[src/rtl/seg_display_ctrl.sv]
`default_nettype none
// ============================================================================
// seg_display_ctrl : N-digit hex seven-segment controller with a frame-aligned
// shadow commit. Optional macro: DISP_LZ_BLANK_EN (leading-zero blanking).
// Revision: 1.0
// ============================================================================
module seg_display_ctrl #(
  parameter int NUM_DIGITS = 8,
  parameter int SCAN_DIV   = 1000,
  parameter int BLINK_DIV  = 2**24,
  parameter bit ACTIVE_LOW = 1'b1
) (
  input  logic                         clk,
  input  logic                         rst,
  input  logic                         in_valid,
  output logic                         in_ready,
  input  logic [4*NUM_DIGITS-1:0]      in_data,
  input  logic [NUM_DIGITS-1:0]        in_dp,
  input  logic [NUM_DIGITS-1:0]        blink_mask,
  input  logic                         enable,
  output logic [NUM_DIGITS-1:0][7:0]   segs_static,
  output logic [7:0]                   seg_scan,
  output logic [NUM_DIGITS-1:0]        an_scan
);

  localparam int c_IDX_W = (NUM_DIGITS > 1) ? $clog2(NUM_DIGITS) : 1;
  localparam int c_DIV_W = (SCAN_DIV > 1)   ? $clog2(SCAN_DIV)   : 1;
  localparam int c_BLK_W = (BLINK_DIV > 1)  ? $clog2(BLINK_DIV)  : 1;

  localparam logic [c_IDX_W-1:0]    c_IDX_LAST = c_IDX_W'(NUM_DIGITS - 1);
  localparam logic [c_DIV_W-1:0]    c_DIV_LAST = c_DIV_W'(SCAN_DIV - 1);
  localparam logic [c_BLK_W-1:0]    c_BLK_LAST = c_BLK_W'(BLINK_DIV - 1);
  localparam logic [7:0]            c_SEG_INV  = {8{ACTIVE_LOW}};
  localparam logic [NUM_DIGITS-1:0] c_AN_INV   = {NUM_DIGITS{ACTIVE_LOW}};

  logic                        r_pending;
  logic [4*NUM_DIGITS-1:0]     r_sh_data;
  logic [NUM_DIGITS-1:0]       r_sh_dp;
  logic                        r_act_vld;
  logic [4*NUM_DIGITS-1:0]     r_act_data;
  logic [NUM_DIGITS-1:0]       r_act_dp;
  logic [c_DIV_W-1:0]          r_div_cnt;
  logic [c_IDX_W-1:0]          r_idx;
  logic [c_BLK_W-1:0]          r_blink_cnt;
  logic                        r_blink_ph;

  logic                        w_accept;
  logic                        w_div_wrap;
  logic                        w_boundary;
  logic [NUM_DIGITS-1:0][7:0]  w_pat;
  logic [NUM_DIGITS-1:0]       w_lz;
  logic                        w_lz_run;

  function automatic logic [7:0] hex_to_seg(input logic [3:0] v);
    logic [7:0] s;
    case (v)
      4'h0: s = 8'hFC;  4'h1: s = 8'h60;  4'h2: s = 8'hDA;  4'h3: s = 8'hF2;
      4'h4: s = 8'h66;  4'h5: s = 8'hB6;  4'h6: s = 8'hBE;  4'h7: s = 8'hE0;
      4'h8: s = 8'hFE;  4'h9: s = 8'hF6;  4'hA: s = 8'hEE;  4'hB: s = 8'h3E;
      4'hC: s = 8'h9C;  4'hD: s = 8'h7A;  4'hE: s = 8'h9E;  default: s = 8'h8E;
    endcase
    return s;
  endfunction

  assign in_ready   = ~r_pending & ~rst;
  assign w_accept   = in_valid & in_ready;
  assign w_div_wrap = (r_div_cnt == c_DIV_LAST);
  assign w_boundary = w_div_wrap && (r_idx == c_IDX_LAST);

  // Accept and commit are mutually exclusive because in_ready is low while pending.
  always_ff @(posedge clk) begin
    if (rst) begin
      r_pending  <= 1'b0;
      r_act_vld  <= 1'b0;
      r_sh_data  <= '0;
      r_sh_dp    <= '0;
      r_act_data <= '0;
      r_act_dp   <= '0;
    end else if (w_accept) begin
      r_sh_data <= in_data;
      r_sh_dp   <= in_dp;
      r_pending <= 1'b1;
    end else if (w_boundary && r_pending) begin
      r_act_data <= r_sh_data;
      r_act_dp   <= r_sh_dp;
      r_act_vld  <= 1'b1;
      r_pending  <= 1'b0;
    end
  end

  always_ff @(posedge clk) begin
    if (rst) begin
      r_div_cnt   <= '0;
      r_idx       <= '0;
      r_blink_cnt <= '0;
      r_blink_ph  <= 1'b0;
    end else begin
      if (w_div_wrap) begin
        r_div_cnt <= '0;
        r_idx     <= (r_idx == c_IDX_LAST) ? '0 : r_idx + 1'b1;
      end else begin
        r_div_cnt <= r_div_cnt + 1'b1;
      end
      if (r_blink_cnt == c_BLK_LAST) begin
        r_blink_cnt <= '0;
        r_blink_ph  <= ~r_blink_ph;
      end else begin
        r_blink_cnt <= r_blink_cnt + 1'b1;
      end
    end
  end

  // A digit is a leading zero only while it and every digit above it are zero
  // with no decimal point lit, so a lit dp keeps all lower digits visible.
  always_comb begin
    w_lz     = '0;
    w_lz_run = 1'b1;
    for (int k = NUM_DIGITS - 1; k >= 0; k--) begin
      w_lz_run = w_lz_run & (r_act_data[4*k +: 4] == 4'h0) & ~r_act_dp[k];
`ifdef DISP_LZ_BLANK_EN
      w_lz[k]  = w_lz_run & (k != 0);
`endif
    end
  end

  always_comb begin
    w_pat = '0;
    for (int k = 0; k < NUM_DIGITS; k++) begin
      if (!r_act_vld || !enable || (blink_mask[k] && r_blink_ph) || w_lz[k])
        w_pat[k] = 8'h00;
      else
        w_pat[k] = hex_to_seg(r_act_data[4*k +: 4]) | {7'b0, r_act_dp[k]};
    end
  end

  always_ff @(posedge clk) begin
    if (rst) begin
      segs_static <= {NUM_DIGITS{c_SEG_INV}};
      seg_scan    <= c_SEG_INV;
      an_scan     <= c_AN_INV;
    end else begin
      segs_static <= w_pat ^ {NUM_DIGITS{c_SEG_INV}};
      seg_scan    <= w_pat[r_idx] ^ c_SEG_INV;
      an_scan     <= (NUM_DIGITS'(1) << r_idx) ^ c_AN_INV;
    end
  end

endmodule
`default_nettype wire

[config.mk]
export PLATFORM = sky130hd
export DESIGN_NAME = seg_display_ctrl
export DESIGN_NICKNAME = d
export VERILOG_FILES = /design/src/rtl/seg_display_ctrl.sv
export SDC_FILE = /design/constraint.sdc
export NUM_CORES = 1
export LEC_CHECK = 0
export CORE_MARGIN = 10
export CORE_UTILIZATION = 50
export DETAILED_ROUTE_END_ITERATION = 12
export GPL_TIMING_DRIVEN = 0
export PLACE_DENSITY = 0.85
export SYNTH_ARGS = -nofsm -noshare
export SYNTH_HDL_FRONTEND = slang
export SYNTH_SLANG_ARGS = --single-unit
[constraint.sdc]
create_clock -name clk -period 3.07 [get_ports clk]
set_input_delay 0.307 -clock clk [delete_from_list [all_inputs] [get_ports clk]]
set_output_delay 0.307 -clock clk [all_outputs]
set_load 0.02 [all_outputs]
==> results.json <==
{
  "m1WireLength_um": 14200,
  "drv_slew": 0,
  "cts_root_buf": "clkbuf_16",
  "syn_area_per_cell_um2": 9.01,
  "clkTransAtPathRegs_ns": 0.06,
  "worstPathRequired_ns": 3.44,
  "skew_ns": 0.0216,
  "ctsHoldBuffers": 0,
  "wl_met2_um": 15700,
  "synth-seq-cells": 256,
  "cts_buffers": 25,
  "dr.pass1.iters": 6,
  "postRouteAntennaNets": 0,
  "syn-cell-area_mm2": 0.0113,
  "cts.htree.levels": 1,
  "gp_congestion": 0.964,
  "finalSetupTns_ns": -0.153,
  "synth_cell_type_count": 58,
  "avgViaCountPerCell": 5.97,
  "tritoncts": "done",
  "synth_common_cells": "dfxtp_1, nand2_1, nor2_1",
  "drive_gt1_share_pct": 12.9,
  "start_kind": "flip-flop",
  "io_buffers": 132,
  "cts_buffer_depth": 3,
  "status": "finished, violations left",
  "cp_max_fo": 10,
  "critPathCaptureType": "flip-flop",
  "finalHoldWorstSlack_ns": 0.326,
  "area_growth_pct": 26.8,
  "fin_ws_ns": -0.0798,
  "clk_latency_ns": 0.54,
  "totalWireLength_um": 35300,
  "die_w_um": 171,
  "yosysMostFrequentCell": "dfxtp_1",
  "die_y_um": 171,
  "rr_startpoint": "r_pending$_SDFFE_PP0P_",
  "grt_max_degree": 20,
  "fp-row-count": 55,
  "diodes": 0,
  "wire_per_inst_um": 20.4,
  "wl_met3_um": 4040,
  "synth_edf_count": 0,
  "grt_usage_pct": 22.8,
  "async_reset_ff_share_pct": 0,
  "dr_total_vias": 10300,
  "path_class": "flip-flop to flip-flop",
  "ys_warn_count": 0,
  "ir_worst_vdd_mv": 0.324,
  "synth_area_leaders": "dfxtp_1, ha_1, nand2_1",
  "crit_start": "r_pending$_SDFFE_PP0P_",
  "clock_sinks": 256,
  "rsz0062_at_grt": "yes",
  "nets": 1546,
  "violations": "setup timing",
  "antenna_found_initial": 0,
  "post-route-period-util_pct": 103,
  "worst_pin_slew_ns": 1.05,
  "pin_count": 133,
  "arrival_ns": 3.52,
  "finalSetupViolCount": 3,
  "yosys.area.top_type": "dfxtp_1",
  "initialDrtViolationCount": 1352,
  "p_leak_nw": 5.45,
  "min_path_type": "input pin to flip-flop",
  "highest_layer": "met4",
  "r2r_slack_ns": -0.08,
  "syn_nets": 1374,
  "grt_pass1_vias": 10000,
  "finalHoldViolations": 0,
  "fin_crit_ns": 3.15,
  "core_area_mm2": 0.0225,
  "rr_worst_depth": 12,
  "grt_pass1_wl_um": 53800,
  "yosysTopAreaCellShare_pct": 45.2,
  "start_util_pct": 50.4,
  "maxCapViolations": 0,
  "powerDensity_mw_per_mm2": 468,
  "floorplan.die_area_mm2": 0.0291,
  "drc_errors": 0,
  "hpwl_um": 25300,
  "synth_seq_area_share_pct": 45.2,
  "gr-total-overflow": 0,
  "ys.flop_type": "dfxtp_1",
  "slew_headroom_pct": 29.4,
  "synthCells": 1258,
  "fmax_ghz": 0.317
}
==> layout by cell type, fill, tap and decap left out, drive strengths merged, types with 11 or more instances in the layout <==
master | synthesis | routed
a21oi | 77 | 77
a221oi | 16 | 16
a22oi | 24 | 24
a31o | 14 | 14
and3 | 11 | 11
buf | 30 | 47
clkbuf | 32 | 64
clkdlybuf4s50 | 0 | 132
dfxtp | 256 | 256
ha | 64 | 64
inv | 49 | 50
mux2 | 12 | 12
mux2i | 56 | 56
nand2 | 212 | 212
nand3 | 25 | 25
nor2 | 98 | 98
nor2b | 17 | 17
nor3 | 29 | 29
nor3b | 27 | 27
o21ai | 46 | 46
o22ai | 13 | 13
xor2 | 22 | 22
==> power breakdown <==
group	internal [mW]	switching, mW
Combinational	0.114	0.162
Sequential	3.35	0.0450
Clock	1.76	1.30
==> logic make-up (layout without fill, tap and decap cells) <==
family / Yosys count / in the layout / synth area share (%)
DFF: 256 / 256 / 45.2
xor gates and xnor gates: 30 / 30 / 2.32
and+or+nand+nor: 455 / 455 / 18.4
adders and majority gates: 64 / 64 / 7.07
muxes: 68 / 68 / 6.47
AOI/OAI and AO/OA: 273 / 273 / 16.3
buffers and inverters: 112 / 302 / 4.22
==> through the flow <==
| step | power (mW) | setup WS (ns) | util (%) | cell area, µm² | std cells |
|---|---|---|---|---|---|
| after floorplan | 3.57 | -0.00704 | - | 11300 | 1258 |
| after global placement | 3.72 | -1.27 | 57.9 | 13000 | 1675 |
| after detailed placement | 3.72 | -1.35 | 57.9 | 13000 | 1675 |
| after CTS | 6.70 | -0.00334 | 62.8 | 14100 | 1724 |
| after global routing | 6.89 | -0.129 | 63.9 | 14400 | 1733 |
| final | 6.73 | -0.0798 | 63.9 | 14400 | 1733 |
==> routing by layer <==
| layer | GRT usage (%) | vias up |
|---|---|---|
| li1 | - | 4745 |
| met1 | 28.8 | 4815 |
| met2 | 36.4 | 662 |
| met3 | 5.76 | 119 |
| met4 | 9.31 | 0 |
| met5 | 0 | - |
==> cell type report <==
cell class / instances / area [µm²]
Timing Repair Buffer: 147 / 1430
Fill cell: 1697 / 8130
Buffer: 60 / 370
Multi-Input combinational cell: 890 / 6060
Tap cell: 285 / 357
Clock buffer: 36 / 737
Clock inverter: 9 / 85.1
Sequential cell: 256 / 5140
Inverter: 50 / 193
==> worst max-delay path, stage by stage (launching register included) <==
cell and delay (ns):
dfxtp_1 0.48, nor2b_1 0.10, buf_2 0.22, nor2_4 0.22, clkbuf_2 0.31, clkbuf_4 0.32
nand3_1 0.17, o21ai_4 0.15, ha_4 0.22, nor2_1 0.05, a311o_1 0.34, a22oi_1 0.29
a21oi_2 0.11
==> worst min-delay path by stage <==
stage / from / end / slack [ns] / cells past startpoint
6_report: in_data[31] / r_sh_data[31]$_SDFFE_PP0P_ / 0.33 / 3
5_1_grt: in_data[31] / r_sh_data[31]$_SDFFE_PP0P_ / 0.32 / 3
4_1_cts: in_data[31] / r_sh_data[31]$_SDFFE_PP0P_ / 0.32 / 3
3_5_place_dp: flip-flop / segs_static[60]$_SDFF_PP1_ / 0.37 / 1
3_3_place_gp: flip-flop / segs_static[28]$_SDFF_PP1_ / 0.37 / 1
2_1_floorplan: flip-flop / segs_static[33]$_SDFF_PP1_ / 0.36 / 1
==> repair_timing <==
action,CTS,global route
cloned,0,0
setup endpoints to repair,56,15
gates resized for setup,68,62
setup buffers,6,9
pin swaps,8,7
(Power assumes the default switching activity.)
